`src/rtl/de2_switch_debouncer_pkg.sv`:
```
// Shared DE2 I/O constants and elaboration-time helpers for the switch conditioning path.
package de2_io_pkg;

    localparam int DE2_SW_WIDTH              = 18;
    localparam int DE2_DEBOUNCE_TICK_DIV     = 50000;
    localparam int DE2_DEBOUNCE_STABLE_TICKS = 10;

    // Ceiling log2 of value; clog2(1) = 0.
    function automatic int clog2(input int value);
        int result;
        int v;
        result = 0;
        v      = value - 1;
        for (int k = 0; k < 32; k++) begin
            if (v > 0) begin
                result = result + 1;
                v      = v >>> 1;
            end
        end
        return result;
    endfunction

    // Register width for a counter covering 0..count-1, never narrower than one bit.
    function automatic int cnt_width(input int count);
        int w;
        w = clog2(count);
        return (w < 1) ? 1 : w;
    endfunction

endpackage

```
`src/rtl/de2_switch_debouncer_debounce_bit.sv`:
```
// One switch bit: two-flop synchroniser, mismatch-run counter, filtered level and change strobe.
module debounce_bit
    import de2_io_pkg::*;
#(
    parameter int STABLE_TICKS = DE2_DEBOUNCE_STABLE_TICKS
) (
    input  logic clk,
    input  logic reset_n,
    input  logic tick,
    input  logic raw,
    output logic level,
    output logic pulse
);

    localparam int            CW       = cnt_width(STABLE_TICKS + 1);
    localparam logic [CW-1:0] CNT_LAST = CW'(STABLE_TICKS - 1);

    logic          s1_q, s1_d;
    logic          s2_q, s2_d;
    logic [CW-1:0] cnt_q, cnt_d;
    logic          level_q, level_d;
    logic          pulse_q, pulse_d;

    // Next-state: any agreement clears the run; a run of STABLE_TICKS mismatching ticks flips the level.
    always_comb begin
        s1_d    = raw;
        s2_d    = s1_q;
        cnt_d   = cnt_q;
        level_d = level_q;
        pulse_d = 1'b0;
        if (s2_q == level_q) begin
            cnt_d = '0;
        end else if (tick) begin
            if (cnt_q == CNT_LAST) begin
                level_d = s2_q;
                cnt_d   = '0;
                pulse_d = 1'b1;
            end else begin
                cnt_d = cnt_q + 1'b1;
            end
        end
    end

    // State registers, all cleared asynchronously.
    always_ff @(posedge clk or negedge reset_n) begin
        if (!reset_n) begin
            s1_q    <= 1'b0;
            s2_q    <= 1'b0;
            cnt_q   <= '0;
            level_q <= 1'b0;
            pulse_q <= 1'b0;
        end else begin
            s1_q    <= s1_d;
            s2_q    <= s2_d;
            cnt_q   <= cnt_d;
            level_q <= level_d;
            pulse_q <= pulse_d;
        end
    end

    assign level = level_q;
    assign pulse = pulse_q;

endmodule

```
`src/rtl/de2_switch_debouncer.sv`:
```
// DE2 toggle-switch conditioner: shared sample prescaler feeding WIDTH independent debounce filters.
module de2_switch_debouncer
    import de2_io_pkg::*;
#(
    parameter int WIDTH        = DE2_SW_WIDTH,
    parameter int TICK_DIV     = DE2_DEBOUNCE_TICK_DIV,
    parameter int STABLE_TICKS = DE2_DEBOUNCE_STABLE_TICKS
) (
    input  logic             clk,
    input  logic             reset_n,
    input  logic [WIDTH-1:0] raw_in,
    output logic [WIDTH-1:0] debounced_out,
    output logic [WIDTH-1:0] change_pulse,
    output logic             any_change,
    output logic             tick
);

    localparam int            PW         = cnt_width(TICK_DIV);
    localparam logic [PW-1:0] PRESC_LAST = PW'(TICK_DIV - 1);

    generate
        if (TICK_DIV < 2) begin : g_bad_div
            $fatal(1, "de2_switch_debouncer: TICK_DIV must be >= 2");
        end
        if (STABLE_TICKS < 1) begin : g_bad_stable
            $fatal(1, "de2_switch_debouncer: STABLE_TICKS must be >= 1");
        end
    endgenerate

    logic [PW-1:0] presc_q, presc_d;
    logic          tick_q, tick_d;
    logic          any_change_q, any_change_d;

    // Prescaler wraps at TICK_DIV-1; the tick is registered from the wrap so it is a clean 1-cycle strobe.
    always_comb begin
        presc_d      = presc_q + 1'b1;
        tick_d       = 1'b0;
        any_change_d = |change_pulse;
        if (presc_q == PRESC_LAST) begin
            presc_d = '0;
            tick_d  = 1'b1;
        end
    end

    // Prescaler, tick and summary-strobe registers.
    always_ff @(posedge clk or negedge reset_n) begin
        if (!reset_n) begin
            presc_q      <= '0;
            tick_q       <= 1'b0;
            any_change_q <= 1'b0;
        end else begin
            presc_q      <= presc_d;
            tick_q       <= tick_d;
            any_change_q <= any_change_d;
        end
    end

    assign tick       = tick_q;
    assign any_change = any_change_q;

    for (genvar i = 0; i < WIDTH; i++) begin : g_bit
        debounce_bit #(
            .STABLE_TICKS(STABLE_TICKS)
        ) u_bit (
            .clk    (clk),
            .reset_n(reset_n),
            .tick   (tick_q),
            .raw    (raw_in[i]),
            .level  (debounced_out[i]),
            .pulse  (change_pulse[i])
        );
    end

endmodule

```
`config.mk`:
```
export PLATFORM = sky130hd
export DESIGN_NAME = de2_switch_debouncer
export DESIGN_NICKNAME = d
export VERILOG_FILES = /design/src/rtl/de2_switch_debouncer_pkg.sv /design/src/rtl/de2_switch_debouncer_debounce_bit.sv /design/src/rtl/de2_switch_debouncer.sv
export SDC_FILE = /design/constraint.sdc
export NUM_CORES = 1
export LEC_CHECK = 0
export ABC_AREA = 1
export CAP_MARGIN = 20
export CORE_MARGIN = 5
export CORE_UTILIZATION = 63
export CTS_BUF_LIST = sky130_fd_sc_hd__clkbuf_16
export CTS_CLUSTER_DIAMETER = 30
export CTS_CLUSTER_SIZE = 20
export DETAILED_ROUTE_END_ITERATION = 6
export GPL_ROUTABILITY_DRIVEN = 1
export GPL_TIMING_DRIVEN = 0
export PLACE_DENSITY = 0.85
export SYNTH_ARGS = -nofsm -noshare
export SYNTH_HDL_FRONTEND = slang
export SYNTH_SLANG_ARGS = --single-unit
```
`constraint.sdc`:
```
create_clock -name clk -period 3.7 [get_ports clk]
set_clock_uncertainty 0.15 [all_clocks]
set_input_delay 1.11 -clock clk [delete_from_list [all_inputs] [get_ports clk]]
set_output_delay 1.11 -clock clk [all_outputs]
set_load 0.01 [all_outputs]
```
## After elaboration in Yosys (flattened, before gate mapping)

Index checks and enable logic that the tools add are counted.

| word-level totals | value |
|---|---|
| register bits | 162 |
| input bits | 20 |
| word-level logic and storage cells | 314 |
| output and inout bits | 38 |

| cells by class | value |
|---|---|
| muxes and demuxes | 110 |
| $add $sub $neg | 19 |
| bitwise operators | 18 |
| equal/unequal tests | 37 |
| reductions and logical operators | 37 |

Operators by type and width:

| cell | count |
|---|---|
| $mux 4 | 54 |
| $add 4x1->4 const B | 18 |
| $eq 4x4->1 const B | 18 |
| $mux 1 | 55 |
| $reduce_and 3->1 | 18 |
| $reduce_bool 2->1 | 18 |
| $eq 1x1->1 | 18 |
| $not 1->1 | 18 |
| $reduce_or 18->1 | 1 |
| $add 16x1->16 const B | 1 |
| $eq 16x16->1 const B | 1 |
| $mux 16 | 1 |

## Logic depth before layout (Yosys ltp)

Gate-level depths: netlist of the first run.

| depth | value |
|---|---|
| depth after elaboration | 4 |
| gate-level depth with buffers | 8 |

## Hierarchy

A second synthesis of the first run with hierarchy kept.

| second synthesis, totals | value |
|---|---|
| cell total of the unflattened synthesis | 1,031 |
| area total of the unflattened synthesis | 8,388.0 µm² |

By module, submodules not included:

| module | seq. area each (µm²) | times used | area an instance (µm²) | cells each |
|---|---|---|---|---|
| debounce_bit (g_bit[0].u_bit ...) | 200.2 | 16 | 411.6 | 50 |
| de2_switch_debouncer | 450.4 | 1 | 983.4 | 135 |
| debounce_bit (g_bit[8].u_bit ...) | 200.2 | 2 | 409.1 | 48 |

## Worst setup path before layout of the first run

Ideal clock, no wire load.

| timing path | value |
|---|---|
| path type | register to output |
| start | register g_bit[0].u_bit.level_q |
| end | output port debounced_out[0] |
| slack | 1.896 ns |
| path buffers | 1 |
| data arrival time | 0.544 ns |
| required time | 2.440 ns |
| cell stages (with the launch flop) | 2 |
| path through | dfrtp_1 -> buf_4 |

RTL lines:

| item | RTL line | source |
|---|---|---|
| start: declaration | de2_switch_debouncer_debounce_bit.sv:21 | `logic level_q, level_d;` |
| start signal: assignment | de2_switch_debouncer_debounce_bit.sv:56 | `level_q <= level_d;` |
| end: declaration | de2_switch_debouncer.sv:12 | `output logic [WIDTH-1:0] debounced_out,` |

No word-level cell between the ends.

## Worst setup path after layout of the first run

| timing path | value |
|---|---|
| start | register g_bit[6].u_bit.level_q |
| end | output port debounced_out[6] |

RTL lines:

| item | RTL line |
|---|---|
| start: declaration | de2_switch_debouncer_debounce_bit.sv:21 |
| start signal: assignment | de2_switch_debouncer_debounce_bit.sv:56 |

No word-level cell between the ends.

==> results.rst, run 1 <==
.. list-table::
   :header-rows: 1

   * - Metric
     - Value
   * - Outcome
     - finished clean
   * - Path category of the worst min-delay check
     - reg -> reg
   * - Switching Power
     - 0.821 mW
   * - Remaining DRCs
     - 0
   * - Nature of the critical path startpoint
     - flop
   * - Weighted congestion reported at the end of routability-driven placement
     - 0.829
   * - Worst setup EP type
     - output pin
   * - Number of levels the H-tree was split into
     - 4
   * - Part of the total power dissipated in the clock network
     - 0.493
   * - Worst relative slew slack
     - 0.574
   * - CTS tree
     - done
   * - Minimum setup slack in the final design
     - 928 ps
   * - Post-Route WL
     - 14700 um
   * - Relative contribution of combinational cells to total power
     - 0.023
   * - Worst setup slack before clock tree synthesis
     - 1360 ps
   * - Post-route antenna net violation count
     - 0
   * - Count of flip-flops with a built-in enable after synthesis
     - 0
   * - Number of buffer and inverter stages on the critical path
     - 2
   * - Leakage power
     - 4.28 nW
   * - RSZ-0062 raised after global routing
     - false
   * - Post-synthesis cell count
     - 748
   * - Sinks on Clock Net
     - 162
   * - Count of placed standard cells including taps
     - 949
   * - Count of synthesis-stage warnings from yosys
     - 0
   * - Cell with the largest stage delay on the worst path
     - clkdlybuf4s50_1
   * - CTS root buffer
     - clkbuf_16
   * - Top library cells by usage in the layout, fill and taps aside
     - dfrtp_1, nand2_1, inv_1
   * - Clk slew on worst S/H paths
     - 60 ps
   * - Number of hold buffers added after cts
     - 0
   * - Tightest Pin Transition
     - 640 ps
   * - Pin count of the biggest net entering global routing
     - 95
   * - Max-cap check violation count
     - 0
   * - Cell breakdown of the critical path
     - buf_4 -> clkdlybuf4s50_1
   * - Seq/Total Area, Yosys
     - 0.552
   * - Kind of cell adding the most delay to the critical path
     - buffers and inverters
   * - Footprint of the multi-input gates
     - 2640 um^2
   * - Netlist cell types
     - 28
   * - Final #Nets
     - 880
   * - Wire length of the first global-routing pass
     - 25400 um
   * - Share of synthesized flip-flops with an asynchronous set or reset
     - 1.00
   * - Tot Pwr
     - 3.72 mW
   * - Predominant post-synthesis flop cell
     - dfrtp_1
   * - Post-synthesis area per instance
     - 9.82 um^2
   * - Final-layout fill cell count
     - 698
   * - Setup Crit Path Kind
     - reg -> out
   * - Internal power consumption
     - 2.90 mW
   * - Total congestion overflow after global routing
     - 0
   * - Post-CTS Setup Inserts
     - 0
   * - Clock insertion delay at the later pin of the skew report
     - 430 ps
   * - Number of antenna diodes
     - 0
   * - Flop pwr share
     - 0.484
   * - Cell area after layout
     - 8740 um^2
   * - Routed length per placed instance
     - 15.0 um
   * - Yosys reg bits
     - 162
   * - Highest cell delay on the worst timing path
     - 530 ps
   * - Net count after synthesis
     - 803
   * - Number of port buffers
     - 57
   * - Area after detailed placement
     - 8120 um^2
   * - Routed via count
     - 5264
   * - Layout overhead on the synthesized area
     - 19.1%
   * - Achievable frequency
     - 361 MHz
   * - DRT Pass-1 Iters
     - 5
   * - Cell Count, Final, Fillers Out
     - 981
   * - Post-route minimum period
     - 2770 ps
   * - Post-cts repair resize count
     - 0
   * - Tot GR Track Use
     - 0.225
   * - Full die area
     - 13900 um^2
   * - Switching part of the total
     - 0.220
   * - Die width
     - 118 um
   * - Arrival time at the worst endpoint
     - 1510 ps
   * - Initial Utilization
     - 0.643
   * - Pwr per Cell Area
     - 426 nW/um^2
   * - Final cycle utilization of the critical path
     - 0.749
   * - Leading cell type in the layout, fill and taps excluded
     - dfrtp_1
   * - Number of hold violations in the final report
     - 0
   * - DRC violation total after the first TritonRoute iteration
     - 357
   * - Seq. cell area
     - 4050 um^2
   * - Area of the placeable core
     - 11400 um^2
   * - Inserted Clock Buffers
     - 17
   * - Mean number of vias per cell
     - 5.37
   * - Clock tree buffer depth
     - 2
   * - Critical path data required time
     - 2440 ps
   * - Std-Cell Rows
     - 39
   * - CP max FO
     - 3
   * - DP Wirelength
     - 10100 um
   * - Worst-case vdd ir drop
     - 0.341 mV
   * - Initial antenna violation count
     - 0
   * - Share of cells above drive strength 1
     - 0.106
   * - # IOs
     - 58
   * - Vertical extent of the die
     - 118 um
   * - Synthesized cell area
     - 7340 um^2
   * - Vias in the first global route
     - 5460
   * - Final slew viol count
     - 0
   * - Total of endpoints with negative setup slack in the final report
     - 0
-- Yosys cell counts (all sizes together), types with 2 or more instances --
cell,count,share of area
buf,43,0.044
o21ai,38,0.026
nand2,151,0.078
nor3,3,0.0020
nor4,2,0.0017
nand4,2,0.0017
dfrtp,162,0.55
ha,35,0.060
xnor2,19,0.023
nor2,54,0.029
o22ai,36,0.031
nand3,70,0.048
xor2,42,0.055
inv,85,0.043
-- power by group through the flow --
| stage | Sequential, mW | Combinational (mW) | Clock (mW) |
|---|---|---|---|
| floorplan | 1.83 | 0.0225 | 0 |
| global placement | 1.84 | 0.0784 | 0 |
| detailed placement | 1.84 | 0.0867 | 0 |
| CTS | 1.80 | 0.0877 | 1.85 |
| global route | 1.80 | 0.0985 | 1.95 |
| finish | 1.80 | 0.0857 | 1.83 |
-- final cells by class --
cell class                      count  area share
Inverter                           85      0.0365
Clock buffer                       17      0.0487
Clock inverter                     15      0.0223
Tap cell                          143      0.0205
Buffer                             43      0.0372
Timing Repair Buffer               58      0.0686
Sequential cell                   162       0.464
Multi-Input combinational cell    458       0.302
-- routing by layer --
metal  GRT usage  part of all wire
met2       0.392              0.52
met4      0.0882             0.024
met1       0.263              0.40
met3      0.0610             0.050
met5           0                 0
-- registers in the layout, indices dropped and copies added, names as in the netlist --
name / cells
presc_q: 16
g_bit.u_bit.cnt_q: 72
g_bit.u_bit.pulse: 18
g_bit.u_bit.level: 18
g_bit.u_bit.s1_q: 18
tick: 1
any_change: 1
g_bit.u_bit.s2_q: 18
-- stage by stage --
step / util / hold WS [ps] / setup TNS (ps)
5_1_grt: 0.766 / 198 / 0
4_1_cts: 0.766 / 196 / 0
6_report: 0.766 / 194 / 0
3_5_place_dp: 0.711 / 186 / 0
3_3_place_gp: 0.709 / 183 / -774050
2_1_floorplan: - / 181 / 0
-- worst paths after layout --
check                                      from                 endpoint  slack (ps)  depth (start not counted)
hold / removal              g_bit[7].u_bit.s1_q      g_bit[7].u_bit.s2_q         190                          0
setup / recovery           g_bit[6].u_bit.level         debounced_out[6]         930                          2
setup reg to reg                           tick  g_bit[5].u_bit.cnt_q[3]        2090                          6
min in group asynchronous               reset_n  g_bit[5].u_bit.cnt_q[3]         540                          1
hold reg to reg             g_bit[7].u_bit.s1_q      g_bit[7].u_bit.s2_q         190                          0
max in group asynchronous               reset_n    g_bit[16].u_bit.level        2000                          2
-- cell families (layout without fill, tap and decap cells) --
kind of cell             Yosys count  count (layout)  share of synthesized area
AO/OA/AOI/OAI                     78              78                     0.0603
XOR/XNOR                          61              61                     0.0779
adder cells (fa/ha/maj)           35              35                     0.0596
buffers and inverters            128             218                     0.0878
flip-flops                       162             162                      0.552
AND/OR/NAND/NOR                  284             284                      0.162
(Power assumes the default switching activity.)
==> inputs of run 2 (changes only) <==
--- a/config.mk
+++ b/config.mk
@@ -8,14 +8,14 @@
 export ABC_AREA = 1
 export CAP_MARGIN = 20
 export CORE_MARGIN = 5
-export CORE_UTILIZATION = 63
+export CORE_UTILIZATION = 58
 export CTS_BUF_LIST = sky130_fd_sc_hd__clkbuf_16
 export CTS_CLUSTER_DIAMETER = 30
 export CTS_CLUSTER_SIZE = 20
 export DETAILED_ROUTE_END_ITERATION = 6
 export GPL_ROUTABILITY_DRIVEN = 1
 export GPL_TIMING_DRIVEN = 0
-export PLACE_DENSITY = 0.85
+export PLACE_DENSITY = 0.79
 export SYNTH_ARGS = -nofsm -noshare
 export SYNTH_HDL_FRONTEND = slang
 export SYNTH_SLANG_ARGS = --single-unit
==> constraint.sdc (replaced) <==
create_clock -name clk -period 2.7 [get_ports clk]
set_clock_uncertainty 0.15 [all_clocks]
set_input_delay 0.81 -clock clk [delete_from_list [all_inputs] [get_ports clk]]
set_output_delay 0.81 -clock clk [all_outputs]
set_load 0.01 [all_outputs]
==> run 2 against run 1 <==
Net effect: combinational power rose by 34%; worst hold slack improved by 1.4 ps; sequential cell count did not move; highest routed layer unchanged; clock power rose by 28%; largest power group is now sequential cells; power rose by 32%; register-to-register slack got worse by 1000 ps; via count fell by 0.40%; setup slack got worse by 710 ps; routed wire length fell by 4.1%; critical path depth did not move; die area rose by 7.9%.
==> results.rst, run 2 (synthesis results as in run 1) <==
.. list-table::
   :header-rows: 1

   * - Metric
     - Value
   * - Post-route minimum period
     - 2490 ps
   * - Max-cap check violation count
     - 0 (unchanged)
   * - Mean number of vias per cell
     - 5.19 (-3.3%)
   * - Relative contribution of combinational cells to total power
     - 0.023 (about the same)
   * - Tot Pwr
     - 4.93 mW (+32%)
   * - Post-route antenna net violation count
     - 0 (unchanged)
   * - Wire length of the first global-routing pass
     - 24100 um (-5.1%)
   * - Post-layout util
     - 0.698 (-0.0680)
   * - Routed via count
     - 5243 (-0.40%)
   * - Initial Utilization
     - 0.587 (-0.0564)
   * - Path category of the worst min-delay check
     - reg -> reg
   * - Share of cells above drive strength 1
     - 0.103 (-0.00358)
   * - Inserted Clock Buffers
     - 17 (unchanged)
   * - Final cycle utilization of the critical path
     - 0.921
   * - Weighted congestion reported at the end of routability-driven placement
     - 0.811 (-2.3%)
   * - Post-CTS Setup Inserts
     - 0 (unchanged)
   * - Number of hold violations in the final report
     - 0 (unchanged)
   * - Arrival time at the worst endpoint
     - 1530 ps (+20 ps)
   * - Fin Setup TNS
     - 0 ps (unchanged)
   * - CP max FO
     - 3 (unchanged)
   * - Worst Reg2Reg Path Length in Cells
     - 8 (+2)
   * - Switching Power
     - 1.01 mW (+23%)
   * - Worst-case vdd ir drop
     - 0.413 mV (+21%)
   * - DRC violation total after the first TritonRoute iteration
     - 379 (+6.2%)
   * - Number of buffer and inverter stages on the critical path
     - 2 (unchanged)
   * - Clk slew on worst S/H paths
     - 60 ps (about the same)
   * - Final-layout fill cell count
     - 918 (+32%)
   * - Pwr per Cell Area
     - 565 nW/um^2 (+33%)
   * - Top library cells by usage in the layout, fill and taps aside
     - dfrtp_1, nand2_1, inv_1
   * - Cell breakdown of the critical path
     - buf_4 -> clkdlybuf4s50_1
   * - Worst setup EP type
     - output pin
   * - DRT Pass-1 Iters
     - 5 (unchanged)
   * - Remaining DRCs
     - 0 (unchanged)
   * - Outcome
     - finished clean
   * - Endpoint of the worst-slack reg-to-reg timing path
     - presc_q[6]
   * - Number of flip-flops in the largest register
     - 72 (unchanged)
   * - Leakage power
     - 4.27 nW (-0.15%)
   * - Number of port buffers
     - 57 (unchanged)
   * - Number of levels the H-tree was split into
     - 4 (unchanged)
   * - Clock tree buffer depth
     - 2 (unchanged)
   * - Final #Nets
     - 880 (unchanged)
   * - Worst relative slew slack
     - 0.614 (+0.0407)
   * - Initial antenna violation count
     - 0 (unchanged)
   * - Total congestion overflow after global routing
     - 0 (unchanged)
   * - # IOs
     - 58 (unchanged)
   * - Total of endpoints with negative setup slack in the final report
     - 0 (unchanged)
   * - Vertical extent of the die
     - 123 um (+3.9%)
   * - Highest cell delay on the worst timing path
     - 520 ps (about the same)
   * - CTS root buffer
     - clkbuf_16
   * - Std-Cell Rows
     - 41 (+5.1%)
   * - Part of the total power dissipated in the clock network
     - 0.475 (-0.018)
   * - Die width
     - 123 um (+3.9%)
   * - Nature of the critical path startpoint
     - flop
   * - Tightest Pin Transition
     - 578 ps (-61.1 ps)
   * - Leading cell type in the layout, fill and taps excluded
     - dfrtp_1
   * - Number of hold buffers added after cts
     - 0 (unchanged)
   * - Flop pwr share
     - 0.501 (+0.017)
   * - DP Wirelength
     - 9910 um (-2.2%)
   * - Switching part of the total
     - 0.205 (-0.0159)
   * - Number of antenna diodes
     - 0 (unchanged)
   * - Achievable frequency
     - 402 MHz
   * - Sinks on Clock Net
     - 162 (unchanged)
   * - Vias in the first global route
     - 5336 (-2.3%)
   * - Post-cts repair resize count
     - 0 (unchanged)
   * - Final slew viol count
     - 0 (unchanged)
   * - Post-Route WL
     - 14100 um (-4.1%)
   * - CTS tree
     - done
   * - Layout overhead on the synthesized area
     - 18.9%
   * - Critical Path Sink
     - debounced_out[6]
   * - Clock insertion delay at the later pin of the skew report
     - 420 ps (about the same)
   * - Internal power consumption
     - 3.92 mW (+35%)
   * - Critical path data required time
     - 1740 ps (-700 ps)
   * - Cell with the largest stage delay on the worst path
     - clkdlybuf4s50_1
   * - CP startpoint
     - g_bit[6].u_bit.level
   * - Routed length per placed instance
     - 14.0 um (-6.8%)
   * - Full die area
     - 15000 um^2 (+7.9%)
   * - Pin count of the biggest net entering global routing
     - 100 (+5.3%)
   * - Kind of cell adding the most delay to the critical path
     - buffers and inverters
   * - Reg-to-reg critical path startpoint
     - presc_q[0]
   * - Depth of the critical timing path with buffers and inverters included
     - 2 (unchanged)
   * - Area of the placeable core
     - 12500 um^2 (+9.6%)
   * - RSZ-0062 raised after global routing
     - false
   * - Register-to-Register Setup Slack
     - 1050 ps (-1040 ps)
   * - Register with the most flip-flops
     - g_bit.u_bit.cnt_q
   * - Tot GR Track Use
     - 0.204 (-0.0204)
   * - Setup Crit Path Kind
     - reg -> out
## run 2: cell count changes in the layout (fill, tap and decap cells not counted), sizes merged
cell	previous run	this run
clkinvlp	2	1
inv	93	86
clkinv	2	10
## run 2: per-stage QoR
step	hold WS, ps	cells	area (um^2)	worst slack [ps]
after detailed placement	185	978	8160	669
after global routing	202	1010	8730	175
final	196	1010	8730	214
after CTS	198	1010	8730	194
after global placement	184	977	8130	-5580
after floorplan	181	748	7340	1200
## run 2: cell type report
type	instances	area (um^2)	area share
sequential	162	4050	0.464
multi-input combinational	458	2640	0.303
timing repair buffer	58	599	0.0686
inverter	85	319	0.0365
buffer	43	325	0.0373
clock inverter	15	149	0.0171
tap	172	215	0.0246
clock buffer	17	425	0.0487
## run 2: per-layer routing
metal	share of wire	global-route usage	vias up
met3	0.045	0.0502	34
li1	-	-	2521
met2	0.51	0.345	128
met5	0	0	-
met1	0.42	0.253	2560
met4	0.023	0.0805	0
## run 2: worst reg2reg max path, delay by kind of cell, from the launching register on
family,cells,cell delay (ps)
DFF,1,430
and+or+nand+nor,5,530
adders and majority gates,1,230
buffers and inverters,2,210
## run 2: how the worst min path moves through the flow
stage / end / start / slack [ps] / cells after the start
after floorplan: g_bit[0].u_bit.s2_q / g_bit[0].u_bit.s1_q / 180 / 0
after global placement: g_bit[17].u_bit.s2_q / g_bit[17].u_bit.s1_q / 180 / 0
after detailed placement: g_bit[11].u_bit.s2_q / g_bit[11].u_bit.s1_q / 180 / 0
after CTS: g_bit[4].u_bit.s2_q / g_bit[4].u_bit.s1_q / 200 / 0
after global routing: g_bit[2].u_bit.s2_q / g_bit[2].u_bit.s1_q / 200 / 0
final: g_bit[4].u_bit.s2_q / g_bit[4].u_bit.s1_q / 200 / 0
## run 2: power groups by stage
stage / Clock, mW / Combinational [mW] / Sequential (mW)
2_1_floorplan: 0 / 0.0308 / 2.51
3_3_place_gp: 0 / 0.108 / 2.52
3_5_place_dp: 0 / 0.118 / 2.52
4_1_cts: 2.39 / 0.119 / 2.47
5_1_grt: 2.49 / 0.133 / 2.47
6_report: 2.34 / 0.115 / 2.47
